<file path="config.mk">
export PLATFORM = sky130hd
export DESIGN_NAME = uart_frame_decoder
export DESIGN_NICKNAME = d
export VERILOG_FILES = /design/src/rtl/uart_frame_pkg.sv /design/src/rtl/uart_frame_timeout.sv /design/src/rtl/uart_frame_decoder.sv
export SDC_FILE = /design/constraint.sdc
export NUM_CORES = 1
export LEC_CHECK = 0
export BUFFER_PORTS_ARGS = -buffer_cell sky130_fd_sc_hd__buf_2
export CAP_MARGIN = 20
export CELL_PAD_IN_SITES_DETAIL_PLACEMENT = 0
export CELL_PAD_IN_SITES_GLOBAL_PLACEMENT = 2
export CORE_AREA = 2 2 110 112
export CTS_CLUSTER_DIAMETER = 30
export CTS_CLUSTER_SIZE = 20
export DETAILED_ROUTE_END_ITERATION = 8
export DIE_AREA = 0 0 112 114
export PLACE_DENSITY = 0.82
export SLEW_MARGIN = 10
export SYNTH_ARGS = -nofsm -noshare
export SYNTH_HDL_FRONTEND = slang
export SYNTH_SLANG_ARGS = --single-unit
</file>
<file path="constraint.sdc">
create_clock -name i_clk -period 2.2 [get_ports i_clk]
set_input_delay 0.33 -clock i_clk [delete_from_list [all_inputs] [get_ports i_clk]]
set_output_delay 0.33 -clock i_clk [all_outputs]
set_load 0.03 [all_outputs]
</file>
<file path="src/rtl/uart_frame_pkg.sv">
// Shared types and constants for the UART frame decoder.
package uart_frame_pkg;

  typedef enum logic [2:0] {
    IDLE    = 3'd0,
    CMD     = 3'd1,
    LEN     = 3'd2,
    PAYLOAD = 3'd3,
    CHECK   = 3'd4,
    DONE    = 3'd5
  } state_t;

  typedef enum logic [1:0] {
    ERR_NONE = 2'd0,
    ERR_LEN  = 2'd1,
    ERR_CHK  = 2'd2,
    ERR_TMO  = 2'd3
  } err_code_t;

  localparam logic [7:0] SYNC_BYTE_DEFAULT = 8'hA5;

  // States in which the decoder is willing to consume a byte from the FIFO.
  function automatic logic state_pops(input state_t s);
    return (s == IDLE) || (s == CMD) || (s == LEN) || (s == PAYLOAD) || (s == CHECK);
  endfunction

  // States in which a partially received frame is outstanding.
  function automatic logic state_in_frame(input state_t s);
    return (s == CMD) || (s == LEN) || (s == PAYLOAD) || (s == CHECK);
  endfunction

endpackage

</file>
<file path="src/rtl/uart_frame_timeout.sv">
// Inter-byte timeout: counts empty-FIFO cycles inside a frame and flags expiry.
module uart_frame_timeout #(
  parameter int unsigned TIMEOUT_CYCLES = 100000
) (
  input  logic i_clk,
  input  logic i_rst_n,
  input  logic i_active,
  input  logic i_pop,
  input  logic i_empty,
  output logic o_expired
);
  localparam int unsigned      CNT_W    = $clog2(TIMEOUT_CYCLES + 1);
  localparam logic [CNT_W-1:0] CNT_LAST = CNT_W'(TIMEOUT_CYCLES - 1);

  logic [CNT_W-1:0] r_cnt;
  logic             w_tick;

  assign w_tick    = i_active && i_empty && !i_pop;
  // Expiry fires on the cycle the count would reach TIMEOUT_CYCLES.
  assign o_expired = w_tick && (r_cnt == CNT_LAST);

  // NOTE: sequential state uses non-blocking assignments so every flop samples pre-edge values.
  always_ff @(posedge i_clk or negedge i_rst_n) begin
    if (!i_rst_n) begin
      r_cnt <= '0;
    end else if (!i_active || i_pop || o_expired) begin
      r_cnt <= '0;
    end else if (w_tick) begin
      r_cnt <= r_cnt + 1'b1;
    end
  end

endmodule

</file>
<file path="src/rtl/uart_frame_decoder.sv">
// UART frame decoder: SYNC, CMD, LEN, payload, XOR checksum -> one command on valid/ready.
// Optional inter-byte timeout is built in when UART_FRAME_TIMEOUT_EN is defined.
module uart_frame_decoder
  import uart_frame_pkg::*;
#(
  parameter logic [7:0]  SYNC_BYTE      = SYNC_BYTE_DEFAULT,
  parameter int unsigned MAX_LEN        = 4,
  parameter int unsigned TIMEOUT_CYCLES = 100000
) (
  input  logic                 i_clk,
  input  logic                 i_rst_n,
  input  logic                 i_fifo_empty,
  input  logic [7:0]           i_fifo_data,
  output logic                 o_fifo_read,
  output logic                 o_out_valid,
  input  logic                 i_out_ready,
  output logic [7:0]           o_out_cmd,
  output logic [7:0]           o_out_len,
  output logic [MAX_LEN*8-1:0] o_out_payload,
  output logic                 o_err_pulse,
  output logic [1:0]           o_err_code
);
  localparam logic [7:0] MAX_LEN_B = 8'(MAX_LEN);

  state_t               r_state;
  logic [7:0]           r_chk;
  logic [7:0]           r_idx;
  logic [7:0]           r_cmd;
  logic [7:0]           r_len;
  logic [MAX_LEN*8-1:0] r_payload;
  logic                 r_valid;
  logic                 r_err_pulse;
  err_code_t            r_err_code;

  logic                 w_pop;
  logic                 w_tmo_expired;
  logic [7:0]           w_last_idx;

  assign w_pop      = state_pops(r_state) && !i_fifo_empty;
  assign w_last_idx = r_len - 8'd1;

`ifdef UART_FRAME_TIMEOUT_EN
  logic w_in_frame;
  assign w_in_frame = state_in_frame(r_state);

  uart_frame_timeout #(
    .TIMEOUT_CYCLES (TIMEOUT_CYCLES)
  ) u_timeout (
    .i_clk     (i_clk),
    .i_rst_n   (i_rst_n),
    .i_active  (w_in_frame),
    .i_pop     (w_pop),
    .i_empty   (i_fifo_empty),
    .o_expired (w_tmo_expired)
  );
`else
  assign w_tmo_expired = 1'b0;
`endif

  // NOTE: the payload is a small flop bank, not a RAM, so it takes the async reset like the rest.
  always_ff @(posedge i_clk or negedge i_rst_n) begin
    if (!i_rst_n) begin
      r_state     <= IDLE;
      r_chk       <= '0;
      r_idx       <= '0;
      r_cmd       <= '0;
      r_len       <= '0;
      r_payload   <= '0;
      r_valid     <= 1'b0;
      r_err_pulse <= 1'b0;
      r_err_code  <= ERR_NONE;
    end else begin
      r_err_pulse <= 1'b0;
      if (w_tmo_expired) begin
        r_err_pulse <= 1'b1;
        r_err_code  <= ERR_TMO;
        r_state     <= IDLE;
      end else begin
        case (r_state)
          IDLE: begin
            if (w_pop && (i_fifo_data == SYNC_BYTE)) begin
              r_chk   <= '0;
              r_state <= CMD;
            end
          end
          CMD: begin
            if (w_pop) begin
              r_cmd   <= i_fifo_data;
              r_chk   <= i_fifo_data;
              r_state <= LEN;
            end
          end
          LEN: begin
            if (w_pop) begin
              r_chk <= r_chk ^ i_fifo_data;
              if (i_fifo_data > MAX_LEN_B) begin
                r_err_pulse <= 1'b1;
                r_err_code  <= ERR_LEN;
                r_state     <= IDLE;
              end else begin
                // Clearing here also zeroes the payload of a zero-length frame.
                r_len     <= i_fifo_data;
                r_payload <= '0;
                r_idx     <= '0;
                r_state   <= (i_fifo_data == 8'd0) ? CHECK : PAYLOAD;
              end
            end
          end
          PAYLOAD: begin
            if (w_pop) begin
              for (int i = 0; i < int'(MAX_LEN); i++) begin
                if (r_idx == 8'(i)) r_payload[i*8 +: 8] <= i_fifo_data;
              end
              r_chk <= r_chk ^ i_fifo_data;
              r_idx <= r_idx + 8'd1;
              if (r_idx == w_last_idx) r_state <= CHECK;
            end
          end
          CHECK: begin
            if (w_pop) begin
              if (i_fifo_data == r_chk) begin
                r_valid <= 1'b1;
                r_state <= DONE;
              end else begin
                r_err_pulse <= 1'b1;
                r_err_code  <= ERR_CHK;
                r_state     <= IDLE;
              end
            end
          end
          DONE: begin
            if (r_valid && i_out_ready) begin
              r_valid <= 1'b0;
              r_state <= IDLE;
            end
          end
          default: r_state <= IDLE;
        endcase
      end
    end
  end

  assign o_fifo_read   = w_pop;
  assign o_out_valid   = r_valid;
  assign o_out_cmd     = r_cmd;
  assign o_out_len     = r_len;
  assign o_out_payload = r_payload;
  assign o_err_pulse   = r_err_pulse;
  assign o_err_code    = r_err_code;

endmodule

</file>
==> results.txt, run 1 <==
Fmax: 0.4773 GHz
Overall Power: 6.893 mW
Syn nets: 352
Hold buffers post-CTS: 0
Final critical-path share of the clock period: 95.24%
Largest net degree at the start of global routing: 72
Final core occ: 38.73%
Final-report hold violation count: 1
Max-slew violation count: 0
Cells after synthesis: 335
Most common cell after layout, fill and taps aside: dfrtp_1
Pwr/cell area: 1520 nW/um^2
Via count: 2878
Ys async rst share: 100.0%
Fin area: 4536 sq um
DRT Pass-1 Iters: 7
H-tree Lvls: 3
Final nets: 433
Die width: 112 microns
MaxCap Viol Count: 0
Final ANT Viol Nets: 0
Failing checks: negative hold slack
Post-synthesis sequential area ratio: 49.17%
# fillers: 1206
Reg2reg path depth: 6
Number of antenna diodes: 0
Synth warn: 0
Share of cells above drive strength 1: 37.77%
Status: complete, but fails checks
Hpwl dp: 6.516 mm
Post-Syn Area: 3613 sq um
Main synth FF type: dfrtp_1
Buffers on Ports: 64
GRT Resource Usage Total: 14.90%
Clock latency on the worst-skew pair: 0.33 ns
Initial Util: 30.85%
Initial antenna violation count: 0
Syn Area/Cell: 10.79 sq um
Row cnt: 40
Crit Path Class: register to register
Clock buffers created by TritonCTS: 9
Die Y: 114 microns
Worst vdd ir: 691.6 uV
Netlist cell types: 50
Worst Clk Skew: 0.006123 ns
RePlAce Congestion: 0.8009
Worst EP arrival: 2.29 ns
Crit path max fanout: 4
WL per Instance: 16.29 microns
Worst Setup Start Kind: register
Final setup fails: 0
EDFF count, synth: 0
Multi-input gate area: 1759 sq um
Worst-margin pin slew: 0.5325 ns
Core area: 11710 sq um
Vias/cell: 5.067
I/O Pins: 65
CTS Sinks: 71
Storage cell area: 1777 sq um
Final wirelength: 9.250 mm
Vias in the first global route: 2836
Max Buffers Root-to-Sink: 2
Clock transition at path regs: 0.06 ns
Relative slew slack: 64.17%
Most frequent cells in the layout: 71 x dfrtp_1, 64 x buf_2, 40 x mux2_2
DRT iter0 DRCs: 138
Pleak: 2.115 nW
Nature of the critical path endpoint: register
Finished Layout Cells: 568
Synth Register Bits: 71
Area grow syn2layout: 25.52%
Global-route wire length before repair: 15.11 mm
# placed instances: 552
Hold Crit Class: primary input to asynchronous set/reset pin
Tmin final: 2.095 ns
Hold Slack: -0.00006223 ns
TritonCTS clock tree: done
Die area: 12770 sq um
Dpl cell area: 4224 sq um
CTS root buf: clkbuf_16
Drt drc: 0
CP Data Required Time: 2.40 ns
Total congestion overflow: 0
Setup Buffers After CTS: 0
-- repair_timing --
item                                    in CTS  in global routing
pin swaps                                    1                  3
hold endpoints to repair                     0                  0
endpoints found under the setup margin       3                  3
resized for setup                            0                  5
-- where the power goes --
part,leakage [nW],internal [mW],total (mW),switching [mW]
combinational,1.08,1.27,3.31,2.03
clock,0.133,0.775,1.38,0.606
sequential,0.902,1.82,2.21,0.387
-- layout make-up --
type                       count  share of cell area, %
sequential                    71                  39.17
multi-input combinational    238                  38.79
timing repair buffer          86                  10.98
clock buffer                   9                  4.966
tap                          147                  4.055
clock inverter                 7                  1.214
inverter                      10                 0.8276
-- cell families after synthesis --
family	Yosys count	synth area share, %
XOR/XNOR	19	4.605
AND/OR/NAND/NOR	111	17.31
adder cells (fa/ha/maj)	5	1.731
buffers and inverters	26	3.013
AO/OA/AOI/OAI	63	11.70
flip-flops	71	49.17
multiplexers	40	12.47
-- Yosys cell counts (all sizes together) (6+ instances only) --
library cell / number / area share, %
a21oi: 7 / 0.97
and2: 10 / 1.7
buf: 7 / 0.97
clkbuf: 9 / 1.0
dfrtp: 71 / 49
inv: 10 / 1.0
mux2: 40 / 12
nand2: 26 / 2.7
nand3: 14 / 1.9
nor2: 19 / 2.8
nor2b: 8 / 1.4
nor3: 7 / 1.4
nor4: 6 / 1.4
o21ai: 24 / 3.3
o311ai: 7 / 1.7
xnor2: 16 / 3.9
-- stage by stage --
step	setup slack, ns	setup TNS, ns
floorplan	0.007342	0
detailed placement	-0.04495	-0.05849
CTS	0.01629	0
global route	-0.003850	-0.003850
global placement	0.1147	0
finish	0.1047	0
-- state kept, by name (all words and copies together), names as in the netlist --
name	cells
o_err_code	2
o_err_pulse	1
o_out_cmd	8
o_out_len	8
o_out_payload	32
o_out_valid	1
r_chk	8
r_idx	8
r_state	3
-- critical path, cell delays in order, from the launching register on --
cell and delay, ns:
dfrtp_1 0.37, buf_4 0.15, or4_4 0.54, nor4_2 0.18
xnor2_1 0.17, a2111oi_4 0.42, a31oi_1 0.14
-- worst paths after layout --
kind / from / to / slack (ns)
worst min-delay path: i_rst_n / o_err_pulse / -0.00006
worst max-delay path: o_out_len[0] / r_state[1] / 0.10
max in group asynchronous: i_rst_n / o_out_payload[14] / 1.85
worst min register to register: o_out_cmd[7] / o_out_cmd[7] / 0.50
min in group i_clk: i_fifo_data[0] / o_out_len[0] / 0.34
worst max register to register: o_out_len[0] / r_state[1] / 0.10
-- metal layers --
layer  wire length (microns)  global-route usage, %  vias up
li1                        -                      -     1367
met1                    4385                  20.80     1423
met2                    4273                  22.87       77
met3                     486                  4.091       11
met4                     104                  4.228        0
met5                       0                      0        -
No activity file was read; power rests on OpenSTA's default activity.
==> run 2, diff against run 1 <==
==> constraint.sdc (replaced) <==
create_clock -name i_clk -period 2.2 [get_ports i_clk]
set_input_delay 0.11 -clock i_clk [delete_from_list [all_inputs] [get_ports i_clk]]
set_output_delay 0.11 -clock i_clk [all_outputs]
set_load 0.05 [all_outputs]
==> run 2 against run 1 <==
Die area unchanged; critical path depth down 1; non-clock buffer count up 1; maximum frequency down 0.64%; largest cell class is now multi-input gates; the run now ends clean; sequential share of layout area down 0.11 points; setup slack worse by 0.014 ns; clock power about the same; flip-flop and latch count unchanged; hold slack better by 0.11 ns; clock-buffer cell count up 1; via count down 0.59%.
==> results.txt, run 2 (same netlist as run 1, synthesis figures left out) <==
Most common cell after layout, fill and taps aside: dfrtp_1
Final worst slack: 0.09117 ns
# fillers: 1192
Worst Clk Skew: 0.004884 ns
Worst Hold Launch: i_fifo_data[0]
CP Data Required Time: 2.42 ns
Hold path depth: 2
Max Buffers Root-to-Sink: 2
Pre-CTS worst setup slack: -0.01769 ns
Pleak: 2.119 nW
Met2 routed WL: 4.094 mm
Largest net degree at the start of global routing: 38
Nature of the critical path endpoint: register
Final setup fails: 0
Clock latency on the worst-skew pair: 0.34 ns
Clock buffers created by TritonCTS: 9
Overall Power: 7.428 mW
Via count: 2861
Global-route wire length before repair: 14.88 mm
CTS root buf: clkbuf_16
CTS Sinks: 71
Final core occ: 38.89%
Fin area: 4554 sq um
GRT Resource Usage Total: 14.72%
Die area: 12770 sq um
WHS Endpoint: o_out_cmd[0]
Hold Crit Class: primary input to register
DRT iter0 DRCs: 129
Share of cells above drive strength 1: 38.86%
Row cnt: 40
Max-slew violation count: 0
Reg-to-reg startpoint: r_idx[5]
Post-route setup TNS: 0 ns
I/O Pins: 65
Final-report hold violation count: 0
Die Y: 114 microns
Final nets: 434
Core area: 11710 sq um
MaxCap Viol Count: 0
Final ANT Viol Nets: 0
Hpwl dp: 6.503 mm
Worst Setup Start Kind: register
Max Used Layer: met4
Initial Util: 30.85%
Worst-margin pin slew: 0.8666 ns
Fmax: 0.4742 GHz
H-tree Lvls: 3
Met3 wire len: 454 microns
Most frequent cells in the layout: 69 x dfrtp_1, 64 x buf_2, 40 x mux2_2
Worst vdd ir: 825.0 uV
Crit Path Class: register to register
Pwr/cell area: 1631 nW/um^2
Reg2reg end: o_out_payload[6]
WL per Instance: 15.96 microns
Status: finished clean
# placed instances: 549
Number of antenna diodes: 0
Final critical-path share of the clock period: 95.86%
Drt drc: 0
TritonCTS clock tree: done
Die width: 112 microns
Clock transition at path regs: 0.06 ns
Vias in the first global route: 2803
Final wirelength: 9.081 mm
Max reg flops: 32
Crit path max fanout: 8
Total congestion overflow: 0
RSZ-0062 raised after global routing: false
Dpl cell area: 4192 sq um
Tmin final: 2.109 ns
RePlAce Congestion: 0.8428
Hold Slack: 0.1069 ns
Vias/cell: 5.028
Reg2reg path depth: 5
Finished Layout Cells: 569
Met1 wire length: 4.385 mm
DRT Pass-1 Iters: 4
FF-to-FF setup slack: 0.09 ns
Initial antenna violation count: 0
Relative slew slack: 42.22%
Area grow syn2layout: 26.04%
Worst EP arrival: 2.33 ns
Buffers on Ports: 64
==> run 2: how the worst max path moves through the flow <==
stage	startpoint	endpoint	slack, ns	cells after the start
after floorplan	o_out_len[0]	r_state[1]	0.007	7
after detailed placement	o_out_len[1]	r_state[1]	-0.02	7
after global routing	o_out_len[1]	r_state[0]	0.008	7
after global placement	o_out_len[1]	r_state[1]	0.09	7
final	r_idx[5]	o_out_payload[6]	0.09	5
after CTS	o_out_len[0]	r_state[0]	0.03	7
==> run 2: worst max-delay path, cell delays in order, from the launching register on <==
cell and delay, ns:
dfrtp_1 0.38, or4_1 0.53, nor3_2 0.26, a21oi_1 0.18, nor2_4 0.26, mux2_2 0.37
==> run 2: timing repair <==
| item | in CTS | in global routing |
|---|---|---|
| endpoints found under the hold margin | 34 | 0 |
| resized for setup | 0 | 11 |
| pin swaps | 1 | 7 |
| hold buffers | 1 | 0 |
| setup buffers | 1 | 2 |
| endpoints found under the setup margin | 3 | 3 |
| gates cloned | 0 | 0 |
==> run 2: layer usage <==
layer	global-route usage (%)	vias up
met5	0	-
met1	20.90	1415
met3	3.348	11
met4	5.772	0
li1	-	1369
met2	21.90	66
==> run 2: area by class of cell <==
type	instances	area (sq um)	share of cell area, %
timing repair buffer	87	495.5	10.88
clock buffer	10	229.0	5.027
inverter	10	37.54	0.8242
sequential	71	1779	39.07
multi-input combinational	238	1784	39.18
clock inverter	6	45.04	0.9890
tap	147	183.9	4.038
==> run 2: report_power, final <==
group / internal (mW) / switching (mW) / leakage (nW)
sequential: 1.82 / 0.378 / 0.901
combinational: 1.28 / 2.61 / 1.08
clock: 0.771 / 0.576 / 0.137
